### src/rtl/reg_bank_pkg.sv
// reg_bank_pkg: shared definitions for the register bank.
//  - addr_width(): clog2-based address width (minimum 1 bit)
//  - FLAG_* : bit positions of the packed flag vector consumed by the
//             control unit's conditional-jump logic
package reg_bank_pkg;

  localparam int FLAG_ZERO  = 0;
  localparam int FLAG_SIGN  = 1;
  localparam int FLAG_CARRY = 2;
  localparam int NUM_FLAGS  = 3;

  // Number of bits needed to address n entries; never below 1.
  function automatic int addr_width(input int n);
    int w;
    w = 1;
    while ((1 << w) < n) begin
      w = w + 1;
    end
    return w;
  endfunction

endpackage : reg_bank_pkg

### src/rtl/reg_bank_if.sv
// reg_bank_if: op / read / flag bundle of the register bank.
//  master (CPU control side) drives op_addr, load, inr, dcr, data_in,
//         rd_addr_a, rd_addr_b; receives rd_data_a/b and the flags.
//  slave  (reg_bank) is the mirror image.
interface reg_bank_if #(
  parameter int WIDTH  = 8,
  parameter int ADDR_W = 2
);

  logic [ADDR_W-1:0] op_addr;
  logic              load;
  logic              inr;
  logic              dcr;
  logic [WIDTH-1:0]  data_in;
  logic [ADDR_W-1:0] rd_addr_a;
  logic [WIDTH-1:0]  rd_data_a;
  logic [ADDR_W-1:0] rd_addr_b;
  logic [WIDTH-1:0]  rd_data_b;
  logic              flag_zero;
  logic              flag_sign;
  logic              flag_carry;

  modport master (
    output op_addr, load, inr, dcr, data_in, rd_addr_a, rd_addr_b,
    input  rd_data_a, rd_data_b, flag_zero, flag_sign, flag_carry
  );

  modport slave (
    input  op_addr, load, inr, dcr, data_in, rd_addr_a, rd_addr_b,
    output rd_data_a, rd_data_b, flag_zero, flag_sign, flag_carry
  );

endinterface : reg_bank_if

### src/rtl/reg_bank_cell.sv
// reg_bank_cell: one WIDTH-bit register with load / increment / decrement.
//  clk, rst  : rising-edge clock, synchronous active-low reset
//  en        : this cell is the target of the current op
//  load/inr/dcr : op strobes, priority load > inr > dcr
//  data_in   : load data
//  q         : stored value
//  wrap      : combinational; the op executing this cycle wraps
//              (SATURATE=0) or clamps (SATURATE=1)
module reg_bank_cell #(
  parameter int WIDTH    = 8,
  parameter int SATURATE = 0
) (
  input  logic             clk,
  input  logic             rst,
  input  logic             en,
  input  logic             load,
  input  logic             inr,
  input  logic             dcr,
  input  logic [WIDTH-1:0] data_in,
  output logic [WIDTH-1:0] q,
  output logic             wrap
);

  localparam logic [WIDTH:0] ONE = {{WIDTH{1'b0}}, 1'b1};

  logic [WIDTH:0]   inc;
  logic [WIDTH:0]   dec;
  logic [WIDTH-1:0] nxt;

  // One extra bit exposes carry-out (max+1) and borrow (0-1).
  assign inc = {1'b0, q} + ONE;
  assign dec = {1'b0, q} - ONE;

  // Next-value selection with op priority and wrap/clamp detection.
  always_comb begin
    nxt  = q;
    wrap = 1'b0;
    if (!en) begin
      nxt = q;
    end else if (load) begin
      nxt = data_in;
    end else if (inr) begin
      wrap = inc[WIDTH];
      nxt  = ((SATURATE != 0) && inc[WIDTH]) ? q : inc[WIDTH-1:0];
    end else if (dcr) begin
      wrap = dec[WIDTH];
      nxt  = ((SATURATE != 0) && dec[WIDTH]) ? q : dec[WIDTH-1:0];
    end else begin
      nxt = q;
    end
  end

  // Storage register.
  always_ff @(posedge clk) begin
    if (!rst) begin
      q <= {WIDTH{1'b0}};
    end else begin
      q <= nxt;
    end
  end

endmodule : reg_bank_cell

### src/rtl/reg_bank.sv
// reg_bank: NUM_REGS x WIDTH register bank with per-register
// load/inr/dcr, two combinational read ports and zero/sign/carry flags.
//  clk  : rising-edge clock
//  rst  : synchronous active-low reset (clears registers and flags)
//  bus  : reg_bank_if slave modport (op strobes, read ports, flags)
module reg_bank
  import reg_bank_pkg::*;
#(
  parameter int WIDTH    = 8,
  parameter int NUM_REGS = 4,
  parameter int SATURATE = 0
) (
  input  logic        clk,
  input  logic        rst,
  reg_bank_if.slave   bus
);

  localparam int ADDR_W = addr_width(NUM_REGS);
  localparam logic [ADDR_W:0] REG_COUNT = (ADDR_W + 1)'(NUM_REGS);

  logic [WIDTH-1:0]    q [NUM_REGS];
  logic [NUM_REGS-1:0] en;
  logic [NUM_REGS-1:0] wrap;
  logic [ADDR_W-1:0]   op_addr;
  logic [ADDR_W-1:0]   rd_addr_a;
  logic [ADDR_W-1:0]   rd_addr_b;
  logic                any_op;
  logic                exec;

  // Flag state: carry is stored directly; zero/sign are derived from the
  // register last written, which cannot change until the next executed op.
  logic                carry_q;
  logic                has_result;
  logic [ADDR_W-1:0]   last_addr;
  logic [WIDTH-1:0]    result;
  logic [NUM_FLAGS-1:0] flags;

  assign op_addr   = ADDR_W'(bus.op_addr);
  assign rd_addr_a = ADDR_W'(bus.rd_addr_a);
  assign rd_addr_b = ADDR_W'(bus.rd_addr_b);
  assign any_op    = bus.load | bus.inr | bus.dcr;
  // Out-of-range targets never execute, so flags hold for them.
  assign exec      = any_op && ({1'b0, op_addr} < REG_COUNT);

  // Per-cell enable decode.
  always_comb begin
    en = {NUM_REGS{1'b0}};
    for (int i = 0; i < NUM_REGS; i++) begin
      en[i] = exec && (op_addr == ADDR_W'(i));
    end
  end

  for (genvar g = 0; g < NUM_REGS; g++) begin : g_cell
    reg_bank_cell #(
      .WIDTH    (WIDTH),
      .SATURATE (SATURATE)
    ) u_cell (
      .clk     (clk),
      .rst     (rst),
      .en      (en[g]),
      .load    (bus.load),
      .inr     (bus.inr),
      .dcr     (bus.dcr),
      .data_in (bus.data_in),
      .q       (q[g]),
      .wrap    (wrap[g])
    );
  end

  // Flag register: captures carry and the target of each executed op.
  always_ff @(posedge clk) begin
    if (!rst) begin
      carry_q    <= 1'b0;
      has_result <= 1'b0;
      last_addr  <= {ADDR_W{1'b0}};
    end else if (exec) begin
      // At most one cell is enabled, so OR-reduction picks its wrap.
      carry_q    <= |wrap;
      has_result <= 1'b1;
      last_addr  <= op_addr;
    end else begin
      carry_q    <= carry_q;
      has_result <= has_result;
      last_addr  <= last_addr;
    end
  end

  // Result mux and read-port muxes; unmatched addresses read as 0.
  always_comb begin
    result        = {WIDTH{1'b0}};
    bus.rd_data_a = {WIDTH{1'b0}};
    bus.rd_data_b = {WIDTH{1'b0}};
    for (int i = 0; i < NUM_REGS; i++) begin
      result        = result        | ((last_addr == ADDR_W'(i)) ? q[i] : {WIDTH{1'b0}});
      bus.rd_data_a = bus.rd_data_a | ((rd_addr_a == ADDR_W'(i)) ? q[i] : {WIDTH{1'b0}});
      bus.rd_data_b = bus.rd_data_b | ((rd_addr_b == ADDR_W'(i)) ? q[i] : {WIDTH{1'b0}});
    end
  end

  // Packed flag vector; all flags read 0 until the first op after reset.
  always_comb begin
    flags             = {NUM_FLAGS{1'b0}};
    flags[FLAG_ZERO]  = has_result && (result == {WIDTH{1'b0}});
    flags[FLAG_SIGN]  = has_result && result[WIDTH-1];
    flags[FLAG_CARRY] = carry_q;
  end

  assign bus.flag_zero  = flags[FLAG_ZERO];
  assign bus.flag_sign  = flags[FLAG_SIGN];
  assign bus.flag_carry = flags[FLAG_CARRY];

endmodule : reg_bank
### src/flat_wrapper.sv
// flat-port wrapper written by rule: the top's interface ports become plain ports
module reg_bank_flat import reg_bank_pkg::*;
#(
  parameter int WIDTH    = 8,
  parameter int NUM_REGS = 4,
  parameter int SATURATE = 0
)
  (clk, rst, bus_op_addr, bus_load, bus_inr, bus_dcr, bus_data_in, bus_rd_addr_a, bus_rd_addr_b, bus_rd_data_a, bus_rd_data_b, bus_flag_zero, bus_flag_sign, bus_flag_carry);
  reg_bank_if #(.WIDTH(WIDTH)) bus_i ();
  input  logic clk;
  input  logic rst;
  input wire logic [$bits(bus_i.op_addr)-1:0] bus_op_addr;
  input wire logic [$bits(bus_i.load)-1:0] bus_load;
  input wire logic [$bits(bus_i.inr)-1:0] bus_inr;
  input wire logic [$bits(bus_i.dcr)-1:0] bus_dcr;
  input wire logic [$bits(bus_i.data_in)-1:0] bus_data_in;
  input wire logic [$bits(bus_i.rd_addr_a)-1:0] bus_rd_addr_a;
  input wire logic [$bits(bus_i.rd_addr_b)-1:0] bus_rd_addr_b;
  output wire logic [$bits(bus_i.rd_data_a)-1:0] bus_rd_data_a;
  output wire logic [$bits(bus_i.rd_data_b)-1:0] bus_rd_data_b;
  output wire logic [$bits(bus_i.flag_zero)-1:0] bus_flag_zero;
  output wire logic [$bits(bus_i.flag_sign)-1:0] bus_flag_sign;
  output wire logic [$bits(bus_i.flag_carry)-1:0] bus_flag_carry;
  assign bus_i.op_addr = bus_op_addr;
  assign bus_i.load = bus_load;
  assign bus_i.inr = bus_inr;
  assign bus_i.dcr = bus_dcr;
  assign bus_i.data_in = bus_data_in;
  assign bus_i.rd_addr_a = bus_rd_addr_a;
  assign bus_i.rd_addr_b = bus_rd_addr_b;
  assign bus_rd_data_a = bus_i.rd_data_a;
  assign bus_rd_data_b = bus_i.rd_data_b;
  assign bus_flag_zero = bus_i.flag_zero;
  assign bus_flag_sign = bus_i.flag_sign;
  assign bus_flag_carry = bus_i.flag_carry;
  reg_bank #(.WIDTH(WIDTH), .NUM_REGS(NUM_REGS), .SATURATE(SATURATE)) u_core (.clk(clk), .rst(rst), .bus(bus_i));
endmodule
### config.mk
export PLATFORM = sky130hd
export DESIGN_NAME = reg_bank_flat
export DESIGN_NICKNAME = d
export VERILOG_FILES = /design/src/rtl/reg_bank_pkg.sv /design/src/rtl/reg_bank_if.sv /design/src/rtl/reg_bank_cell.sv /design/src/rtl/reg_bank.sv /design/src/flat_wrapper.sv
export SDC_FILE = /design/constraint.sdc
export NUM_CORES = 1
export LEC_CHECK = 0
export CAP_MARGIN = 20
export CORE_MARGIN = 4
export CORE_UTILIZATION = 35
export DETAILED_ROUTE_END_ITERATION = 10
export PLACE_DENSITY_LB_ADDON = 0.15
export SETUP_SLACK_MARGIN = 0.3
export SYNTH_ARGS = -nofsm -noshare
export SYNTH_HDL_FRONTEND = slang
export SYNTH_HIERARCHICAL = 1
export SYNTH_SLANG_ARGS = --single-unit
### constraint.sdc
create_clock -name clk -period 2.9 [get_ports clk]
set_input_delay 0.435 -clock clk [delete_from_list [all_inputs] [get_ports clk]]
set_output_delay 0.435 -clock clk [all_outputs]
set_load 0.01 [all_outputs]
==> out/results.ini <==
[synth]
synth_cell_type_count = 48
synth_top_area_share_pct = 22.60
seq_area_frac_synth_pct = 22.60
yosysWarnings = 6
synth-async-reset-ratio_pct = 0
avgSynthCellArea_um2 = 8.643
synthTopCellsByArea = dfxtp_1 23%, mux4_2 11%, a31oi_1 4.1%, nand2_1 4.0%, nor2_1 3.4%
yosysTopAreaCell = dfxtp_1
synthCells = 369
synth_edf_count = 0
netlist_top_cells_count = 36 x dfxtp_1, 34 x nand2_1, 29 x nor2_1
synth.cell_area_um2 = 3189
synth.most_common_cell = dfxtp_1
synth_ff_type = dfxtp_1
ys_ff_latch = 36
syn-num-nets = 396

[placed_design]
gp_congestion = 0.8647
dp.cells = 528
hpwl_um = 8388
port-buffer-count = 37

[layout]
drive_gt1_share_pct = 18.03
final_core_util_pct = 44.93
area_growth_pct = 24.05
fin_nets = 454
num_antenna_cells = 0
fin_cells = 535

[timing]
slew_viol_final = 0
fin_crit_sh_pct = 88.41
rsz0062_at_grt = false
finalSetupViolCount = 0
slew_headroom_pct = 33.29
max_freq_mhz = 390.0
tightest_slew_ns = 0.9921
finalSetupTns_ns = 0
period_needed_ns = 2.564
clock_skew_ns = 0.007252
hold_violations = 0

[clock_network]
cts_buffers = 5
cts_sinks = 36
clkTransAtPathRegs_ns = 0.08
hold_buffers = 0
cts_root_buf = clkbuf_8
tritoncts = built
htreeDepth = 2
clockBufferDepth = 2
clock_latency_ns = 0.29
cts_setup_buffers = 0

[drt]
drt_first_pass_iters = 4
vias = 3353
routed_wl_um = 11370
drt_first_iter_violations = 220
detail_route.wl_per_cell_um = 21.24
drc_errors = 0
ant_nets = 0
routed_via_density = 6.267

[setup_path]
cp_top_family = buffers and inverters
slowest_stage = mux4_2
critPathLaunchType = input pin
arrival_ns = 2.13
rrSetupSlack_ns = 0.84
path_cells = clkdlybuf4s50_1, buf_6, mux4_2, clkdlybuf4s50_1
path_max_fanout = 8
worstPathRequired_ns = 2.47
critPathMaxStageDelay_ns = 0.55
end_kind = primary output
crit_top_cell = clkdlybuf4s50_1
path_buf_inv = 3
crit_type = in2out

[pwr]
p_per_area_nw_per_um2 = 371.8
p_leak_uw = 0.001456
vdd_ir_drop_max_mv = 0.1711

[global_route]
grt_max_degree = 51
grt_pass1_wl_um = 17600
track_usage_pct = 21.81
first_global_vias = 3141
antenna_found_initial = 0
grt_overflow = 0

[die]
dieArea_um2 = 10700
ios = 38
initial_utilization_pct = 36.22
die_y_um = 103.5
core_um2 = 8806
die_w_um = 103.5
row_count = 34

[run_status]
status = complete, no violations

[hold_path]
hp-class = reg2reg

[run]
drv_cap = 0

## per-layer routing
metal	global-route usage, %	wire (um)	part of all wire [%]
met2	34.46	5164	45
met3	4.829	1045	9.2
met1	30.42	4907	43
met5	0	0	0
met4	5.080	248	2.2
## final cells by class
| type | count | area [um^2] |
|---|---|---|
| fillers | 877 | 4850 |
| multi-input cells | 297 | 2307 |
| flip-flops and latches | 36 | 720.7 |
| repair buffers | 75 | 670.6 |
| well taps | 108 | 135.1 |
| clock buffers | 6 | 72.57 |
| inverters | 12 | 45.04 |
| clock inverters | 1 | 5.005 |
## worst min-delay path, delay by kind of cell (launching register included)
kind               cells  cell delay [ns]
AOI/OAI and AO/OA      1             0.06
DFF                    1             0.33
and+or+nand+nor        1             0.05
## logic make-up after synthesis
| logic type | share of synthesized area [%] |
|---|---|
| AND/OR/NAND/NOR | 26.60 |
| AO/OA/AOI/OAI | 24.99 |
| multiplexers | 16.16 |
| buffers and inverters | 5.414 |
| adder cells (fa/ha/maj) | 3.139 |
| flip-flops | 22.60 |
| XOR/XNOR | 1.098 |
## through the flow
step / instance area (um^2) / hold WS, ns / setup WS (ns) / total power [uW]
floorplan: 3189 / 0.4465 / 0.8383 / 897.8
global placement: 3860 / 0.4707 / 0.2434 / 1110
detailed placement: 3860 / 0.4757 / 0.2477 / 1115
CTS: 3951 / 0.4927 / 0.3074 / 1473
global route: 3956 / 0.4952 / 0.3117 / 1552
finish: 3956 / 0.4906 / 0.3361 / 1471
## final timing paths
kind                                end  depth (start not counted)                    startpoint
hold reg to reg   u_core/bus.flag_carry                          2         u_core/bus.flag_carry
setup / recovery       bus_rd_data_b[4]                          4              bus_rd_addr_b[0]
hold / removal    u_core/bus.flag_carry                          2         u_core/bus.flag_carry
setup reg to reg  u_core/bus.flag_carry                          8  u_core/g_cell[0].u_cell/q[1]
## registers in the layout, summed over array words and instances (netlist names)
| name | flops |
|---|---|
| u_core/bus.flag_carry | 1 |
| u_core/g_cell.u_cell/q | 32 |
| u_core/has_result | 1 |
| u_core/last_addr | 2 |
## report_power, final
group	switching, uW	internal [uW]
Sequential	45.1	525
Combinational	271	270
Clock	195	164
## repair_timing
| item | CTS | global route |
|---|---|---|
| resized for setup | 3 | 6 |
| pin swaps | 0 | 1 |
| setup endpoints to repair | 2 | 5 |
## cells in the final DEF (no fill, tap or decap), types with 9 or more instances in the layout
cell type,netlist,layout
mux4_2,15,15
nor3_1,12,12
dfxtp_1,36,36
clkdlybuf4s50_1,0,33
inv_1,12,12
or3_1,13,13
buf_4,0,35
nor2_1,29,29
a31oi_1,21,21
o22ai_1,9,9
nand2_1,34,34
nand3_1,12,12
(Power assumes the default switching activity.)
